**src/rtl/lpddr2_pkg.sv**
```systemverilog
// ---------------------------------------------------------------------------
// lpddr2_pkg
// Shared types and defaults for the LPDDR2 single-transaction access
// sequencer.
//   lpddr2_state_t      : sequencer state encoding
//   LPDDR2_ADDR_W       : default controller word-address width
//   LPDDR2_TIMEOUT      : default access timeout in mem_clk cycles
//   LPDDR2_ERR_WORD     : default read value returned on an error
//   addr_out_of_range() : 1 when a CPU word address has bits set above the
//                         controller address width
// ---------------------------------------------------------------------------
package lpddr2_pkg;

  typedef enum logic [2:0] {
    ST_IDLE     = 3'd0,
    ST_RD_ISSUE = 3'd1,
    ST_RD_WAIT  = 3'd2,
    ST_WR_ISSUE = 3'd3,
    ST_DONE     = 3'd4
  } lpddr2_state_t;

  localparam int unsigned LPDDR2_ADDR_W   = 27;
  localparam int unsigned LPDDR2_TIMEOUT  = 1023;
  localparam logic [31:0] LPDDR2_ERR_WORD = 32'hDEAD_BEEF;

  // The CPU side always presents 30 address bits; anything above the
  // controller's width cannot be reached and is flagged instead of aliased.
  function automatic logic addr_out_of_range(input logic [29:0] addr,
                                             input int unsigned  aw);
    logic [29:0] upper;
    upper = addr >> aw;
    return (upper != 30'd0);
  endfunction

endpackage

```
**src/rtl/lpddr2_timeout.sv**
```systemverilog
// ---------------------------------------------------------------------------
// lpddr2_timeout
// Saturating up-counter that bounds the time an access may spend on the
// controller bus.
// Ports:
//   clk       : clock (mem_clk)
//   rst       : asynchronous active-high reset
//   i_clr     : synchronous clear (takes priority over i_en)
//   i_en      : count one cycle
//   o_expired : count has reached LIMIT
// ---------------------------------------------------------------------------
module lpddr2_timeout #(
  parameter int unsigned LIMIT = 1023
) (
  input  logic clk,
  input  logic rst,
  input  logic i_clr,
  input  logic i_en,
  output logic o_expired
);

  localparam int unsigned   CW      = (LIMIT < 2) ? 1 : $clog2(LIMIT + 1);
  localparam logic [CW-1:0] LIMIT_C = CW'(LIMIT);

  logic [CW-1:0] r_cnt;

  // Holds at LIMIT so a long stall can never wrap back to a small count.
  always_ff @(posedge clk or posedge rst) begin
    if (rst) begin
      r_cnt <= '0;
    end else if (i_clr) begin
      r_cnt <= '0;
    end else if (i_en && (r_cnt != LIMIT_C)) begin
      r_cnt <= r_cnt + 1'b1;
    end
  end

  assign o_expired = (r_cnt == LIMIT_C);

endmodule

```
**src/rtl/lpddr2_access_ctrl.sv**
```systemverilog
// ---------------------------------------------------------------------------
// lpddr2_access_ctrl
// Sequences one word read or write from the CPU memory stage onto the LPDDR2
// controller request/waitrequest/readdatavalid port, returns read data with
// a one-cycle done pulse and aborts any access that outlives TIMEOUT.
//
// state       | meaning
// ------------+-------------------------------------------------------------
// ST_IDLE     | waiting for an armed cpu_req; re-arms while cpu_req is low
// ST_RD_ISSUE | read_req high, waiting for waitrequest low
// ST_RD_WAIT  | read accepted by controller, waiting for read_valid
// ST_WR_ISSUE | write_req high, waiting for waitrequest low
// ST_DONE     | cpu_done pulse, back to ST_IDLE next cycle
//
// Ports:
//   mem_clk, rst                  : clock, async active-high reset
//   cpu_req/we/addr/wdata         : memory-stage request (sampled at accept)
//   cpu_rdata/done/busy/err       : memory-stage response (registered)
//   address/write_data            : controller address and write data
//   read_req/write_req            : controller requests (mutually exclusive)
//   read_data/waitrequest/read_valid : controller response
// ---------------------------------------------------------------------------
module lpddr2_access_ctrl
  import lpddr2_pkg::*;
#(
  parameter int unsigned ADDR_W   = LPDDR2_ADDR_W,
  parameter int unsigned TIMEOUT  = LPDDR2_TIMEOUT,
  parameter logic [31:0] ERR_WORD = LPDDR2_ERR_WORD
) (
  input  logic              mem_clk,
  input  logic              rst,
  input  logic              cpu_req,
  input  logic              cpu_we,
  input  logic [29:0]       cpu_addr,
  input  logic [31:0]       cpu_wdata,
  output logic [31:0]       cpu_rdata,
  output logic              cpu_done,
  output logic              cpu_busy,
  output logic              cpu_err,
  output logic [ADDR_W-1:0] address,
  output logic [31:0]       write_data,
  input  logic [31:0]       read_data,
  output logic              read_req,
  output logic              write_req,
  input  logic              waitrequest,
  input  logic              read_valid
);

  lpddr2_state_t r_state;
  logic          r_armed;

  logic w_accept;
  logic w_oor;
  logic w_tmo_en;
  logic w_tmo_expired;

  assign w_accept = (r_state == ST_IDLE) && cpu_req && r_armed;
  assign w_oor    = addr_out_of_range(cpu_addr, ADDR_W);
  assign w_tmo_en = (r_state == ST_RD_ISSUE) || (r_state == ST_RD_WAIT) ||
                    (r_state == ST_WR_ISSUE);

  lpddr2_timeout #(
    .LIMIT (TIMEOUT)
  ) u_timeout (
    .clk       (mem_clk),
    .rst       (rst),
    .i_clr     (w_accept),
    .i_en      (w_tmo_en),
    .o_expired (w_tmo_expired)
  );

  always_ff @(posedge mem_clk or posedge rst) begin
    if (rst) begin
      r_state    <= ST_IDLE;
      r_armed    <= 1'b1;
      cpu_rdata  <= '0;
      cpu_done   <= 1'b0;
      cpu_busy   <= 1'b0;
      cpu_err    <= 1'b0;
      address    <= '0;
      write_data <= '0;
      read_req   <= 1'b0;
      write_req  <= 1'b0;
    end else begin
      cpu_done <= 1'b0;
      case (r_state)
        ST_IDLE: begin
          // armed only clears on acceptance, so a request level held across
          // DONE is not reissued until the memory stage drops it.
          if (!cpu_req) begin
            r_armed <= 1'b1;
          end else if (r_armed) begin
            r_armed  <= 1'b0;
            cpu_err  <= 1'b0;
            cpu_busy <= 1'b1;
            if (w_oor) begin
              r_state  <= ST_DONE;
              cpu_done <= 1'b1;
              cpu_err  <= 1'b1;
              if (!cpu_we) begin
                cpu_rdata <= ERR_WORD;
              end
            end else if (cpu_we) begin
              address    <= cpu_addr[ADDR_W-1:0];
              write_data <= cpu_wdata;
              write_req  <= 1'b1;
              r_state    <= ST_WR_ISSUE;
            end else begin
              address  <= cpu_addr[ADDR_W-1:0];
              read_req <= 1'b1;
              r_state  <= ST_RD_ISSUE;
            end
          end
        end

        ST_RD_ISSUE: begin
          if (w_tmo_expired) begin
            read_req  <= 1'b0;
            cpu_rdata <= ERR_WORD;
            cpu_err   <= 1'b1;
            cpu_done  <= 1'b1;
            r_state   <= ST_DONE;
          end else if (!waitrequest) begin
            read_req <= 1'b0;
            r_state  <= ST_RD_WAIT;
          end
        end

        ST_RD_WAIT: begin
          // Data arriving on the expiry edge is still good, so it wins.
          if (read_valid) begin
            cpu_rdata <= read_data;
            cpu_done  <= 1'b1;
            r_state   <= ST_DONE;
          end else if (w_tmo_expired) begin
            cpu_rdata <= ERR_WORD;
            cpu_err   <= 1'b1;
            cpu_done  <= 1'b1;
            r_state   <= ST_DONE;
          end
        end

        ST_WR_ISSUE: begin
          if (w_tmo_expired) begin
            write_req <= 1'b0;
            cpu_err   <= 1'b1;
            cpu_done  <= 1'b1;
            r_state   <= ST_DONE;
          end else if (!waitrequest) begin
            write_req <= 1'b0;
            cpu_done  <= 1'b1;
            r_state   <= ST_DONE;
          end
        end

        ST_DONE: begin
          cpu_busy <= 1'b0;
          r_state  <= ST_IDLE;
        end

        default: begin
          read_req  <= 1'b0;
          write_req <= 1'b0;
          cpu_busy  <= 1'b0;
          r_state   <= ST_IDLE;
        end
      endcase
    end
  end

endmodule

```
**config.mk**
```make
export PLATFORM = sky130hd
export DESIGN_NAME = lpddr2_access_ctrl
export DESIGN_NICKNAME = d
export VERILOG_FILES = /design/src/rtl/lpddr2_pkg.sv /design/src/rtl/lpddr2_timeout.sv /design/src/rtl/lpddr2_access_ctrl.sv
export SDC_FILE = /design/constraint.sdc
export NUM_CORES = 1
export LEC_CHECK = 0
export ABC_AREA = 1
export CAP_MARGIN = 10
export CORE_MARGIN = 1.5
export CORE_UTILIZATION = 45
export DETAILED_ROUTE_END_ITERATION = 8
export PLACE_DENSITY = 0.78
export SETUP_SLACK_MARGIN = 0.2
export SYNTH_ARGS = -nofsm -noshare
export SYNTH_HDL_FRONTEND = slang
export SYNTH_SLANG_ARGS = --single-unit
```
**constraint.sdc**
```tcl
create_clock -name mem_clk -period 5.4 [get_ports mem_clk]
set_clock_uncertainty 0.1 [all_clocks]
set_input_delay 1.62 -clock mem_clk [delete_from_list [all_inputs] [get_ports mem_clk]]
set_output_delay 1.62 -clock mem_clk [all_outputs]
set_load 0.02 [all_outputs]
```
==> summary.txt <==
Run status
  • Outcome: complete, but fails checks
  • Failing checks: design-rule violations

Detailed routing
  • Initial DRC count: 340
  • Vias: 5156
  • DR pass1 iterations: 9
  • DR WL/cell: roughly 14 µm
  • Post-route ant nets: 0
  • Final wirelength: 14500 µm
  • DRC violations left: 10
  • Via/cell ratio: between 4 and 5

Global routing
  • Initial antenna violation count: 0
  • Vias in the first global route: approximately 5000
  • First-pass GRT wire length: approximately 24000 µm
  • Total track usage: 0.238
  • Largest net degree at the start of global routing: 56
  • GRT overflow: 0

Power
  • VDD IR-drop max: 262 µV
  • Cell leakage power: 4.07 nW
  • Pwr dens: around 520 nW/µm²

Critical path
  • Slowest-stage cell, CP: nor2_4
  • Worst Path Arrival: 3810 ps
  • R2r setup slk: approximately 2700 ps
  • Cell mode on critical path: nand2_1
  • Reg2reg end: address[8]
  • R2R cell count: 8
  • Worst r2r src: r_state[0]
  • CP Capture Type: flip-flop
  • Worst path top cell family by delay: simple AND/OR/NAND/NOR gates
  • Crit-path cells: clkdlybuf4s50_1 > nand3_2 > nor2_4 > inv_2 > nand2_1 > nand2_1
  • Worst setup path start: cpu_req
  • Crit path depth: 6
  • Startpoint types: input pin
  • Worst EP required: 5530 ps
  • CP Class: input pin to flip-flop
  • Slowest stage delay, CP: 710 ps
  • Worst setup path endpoint: address[8]
  • Crit Path Max Fanout: 38
  • Buffers & Inverters on Critical Path: 2

Min path
  • Hold WC Path Type: flip-flop to flip-flop
  • Hold depth: 2

Yosys
  • Cell count after synthesis: roughly 750
  • Yosys reg bits: 110
  • Post-synth EDFFs: 0
  • Yosys warning count: 0
  • Synth top area share: 0.506
  • Seq/Total Area, Yosys: 0.510
  • Mapped Area: 5400 µm²
  • Top post-synthesis cells by count: nand2_1 (359), dfrtp_1 (109), inv_1 (95), nand3_1 (92), buf_2 (24)
  • Cell taking the most area after synthesis: dfrtp_1
  • Top cells by area, synth: dfrtp_1 (51%), nand2_1 (25%), nand3_1 (8.5%), inv_1 (6.6%), buf_2 (2.2%)
  • Async SR Flop Fraction: 1.00
  • Most common cell in the netlist: nand2_1
  • Syn Area/Cell: roughly 7.2 µm²
  • Synth Flop Type: dfrtp_1
  • Post-synth net total: 846
  • Yosys cell types: 25

CTS
  • TritonCTS buffer count: 9
  • Max Buffers Root-to-Sink: 2
  • # clock sinks: 110
  • Skew-Pair Late Insertion Delay: between 300 and 400 ps
  • H-Tree Depth: 3
  • Resized cells post-CTS: 0
  • Post-CTS Setup Inserts: 0
  • Hold_buf cts: 0
  • Worst-path clk slew: around 70 ps
  • Root Driver: clkbuf_16
  • CTS tree: done

Run
  • Max cap viols: 0

Final layout
  • Syn-to-layout area delta: 43.5%
  • Ant diodes: 0
  • Share of layout cells above drive strength 1: 0.0377
  • Fill count: 951
  • Final Util: 0.669
  • Finished Cell Area: approximately 7700 µm²
  • Fin nets: 1026

Placed design
  • Placed Area: 7420 µm²
  • Post-DP HPWL: 10100 µm
  • Routability cong.: 0.869
  • PortBufs: about 200

Floorplanning
  • Row Count: 39
  • Starting density of the core: 0.467
  • Die ar.: between 10000 and 15000 µm²
  • Core area: 11600 µm²
  • Top Ports: 196
  • Die Wd: 112 µm
  • Die Height: 112 µm

STA
  • Fin crit period: around 3700 ps
  • Rel. slew slack: 0.258
  • Worst-Margin Slew: 1110 ps
  • Setup tns final: 0 ps
  • Hold_ws: 372 ps
  • Final Hold Vio Count: 0
  • Period utilization: 0.682
  • Final setup viols: 0
  • Fin. max-slew vios: 0
  • Fmax: 271 MHz
  • RSZ-0062 raised after global routing: false
-- routing by layer --
metal  vias up  track usage  part of all wire
met3        17       0.0664             0.090
li1       2597            -                 -
met4         0       0.0692             0.016
met5         -            0                 0
met2       191        0.394              0.47
met1      2351        0.306              0.43
-- metrics by stage --
stage          std cells  worst slack, ps  power (mW)
2_1_floorplan        745              779        2.41
3_3_place_gp        1057             1410        3.28
3_5_place_dp        1057             1330        3.32
4_1_cts             1072             1690        4.06
5_1_grt             1072             1540        4.30
6_report            1072             1720        4.03
-- area by class of cell --
cell class,count,area [µm²],area share
well taps,143,179,0.0231
clock inverters,3,67.6,0.00873
multi-input cells,502,2100,0.271
inverters,99,374,0.0483
repair buffers,203,2010,0.260
clock buffers,12,256,0.0331
flip-flops and latches,110,2750,0.356
-- tightest hold or removal path: stages (launching register included) --
cell     delay [ps]
dfrtp_1         350
nand2_1          50
nand2_1          40
-- sequential cells by signal (all words and copies together), names as in the netlist, 3 cells and up --
name             count
u_timeout.r_cnt     10
cpu_rdata           32
address             27
r_state              3
write_data          32
-- placed cells by master, fill, tap and decap left out, types with 2 or more instances in the layout --
| cell type | netlist | final |
|---|---|---|
| a21oi_1 | 3 | 3 |
| buf_4 | 2 | 8 |
| inv_2 | 4 | 4 |
| o21ai_0 | 8 | 8 |
| clkbuf_16 | 0 | 9 |
| inv_1 | 95 | 94 |
| nor2_1 | 20 | 20 |
| nand4_1 | 5 | 5 |
| bufinv_16 | 0 | 2 |
| xor2_1 | 3 | 3 |
| nand3_1 | 92 | 92 |
| nand2_1 | 359 | 359 |
| nand2_2 | 2 | 2 |
| clkdlybuf4s50_1 | 0 | 195 |
| clkbuf_8 | 0 | 2 |
| dfrtp_1 | 109 | 109 |
| nor2_4 | 2 | 2 |
-- cell families (layout without fill, tap and decap cells) --
logic type,after synthesis,count (layout),share of synthesized area
compound gates,15,15,0.0155
xor+xnor,4,4,0.00649
fa+ha+maj,1,1,0.00232
buf+inv,133,317,0.101
flops,110,110,0.510
simple gates,482,482,0.364
-- worst min-delay path by stage --
stage                   start             end  slack [ps]
2_1_floorplan         r_armed         r_armed         380
3_3_place_gp   write_data[30]  write_data[30]         350
3_5_place_dp    write_data[8]   write_data[8]         360
4_1_cts         write_data[8]   write_data[8]         380
5_1_grt           address[14]     address[14]         390
6_report       write_data[30]  write_data[30]         370
-- where the power goes --
part	leakage (nW)	internal, mW	total, mW	switching, mW
sequential	1.38	1.17	1.39	0.225
combinational	2.53	0.849	1.91	1.06
clock	0.155	0.430	0.720	0.290
total	4.07	2.45	4.03	1.58
Note: power is estimated with default switching activity, not from simulation.
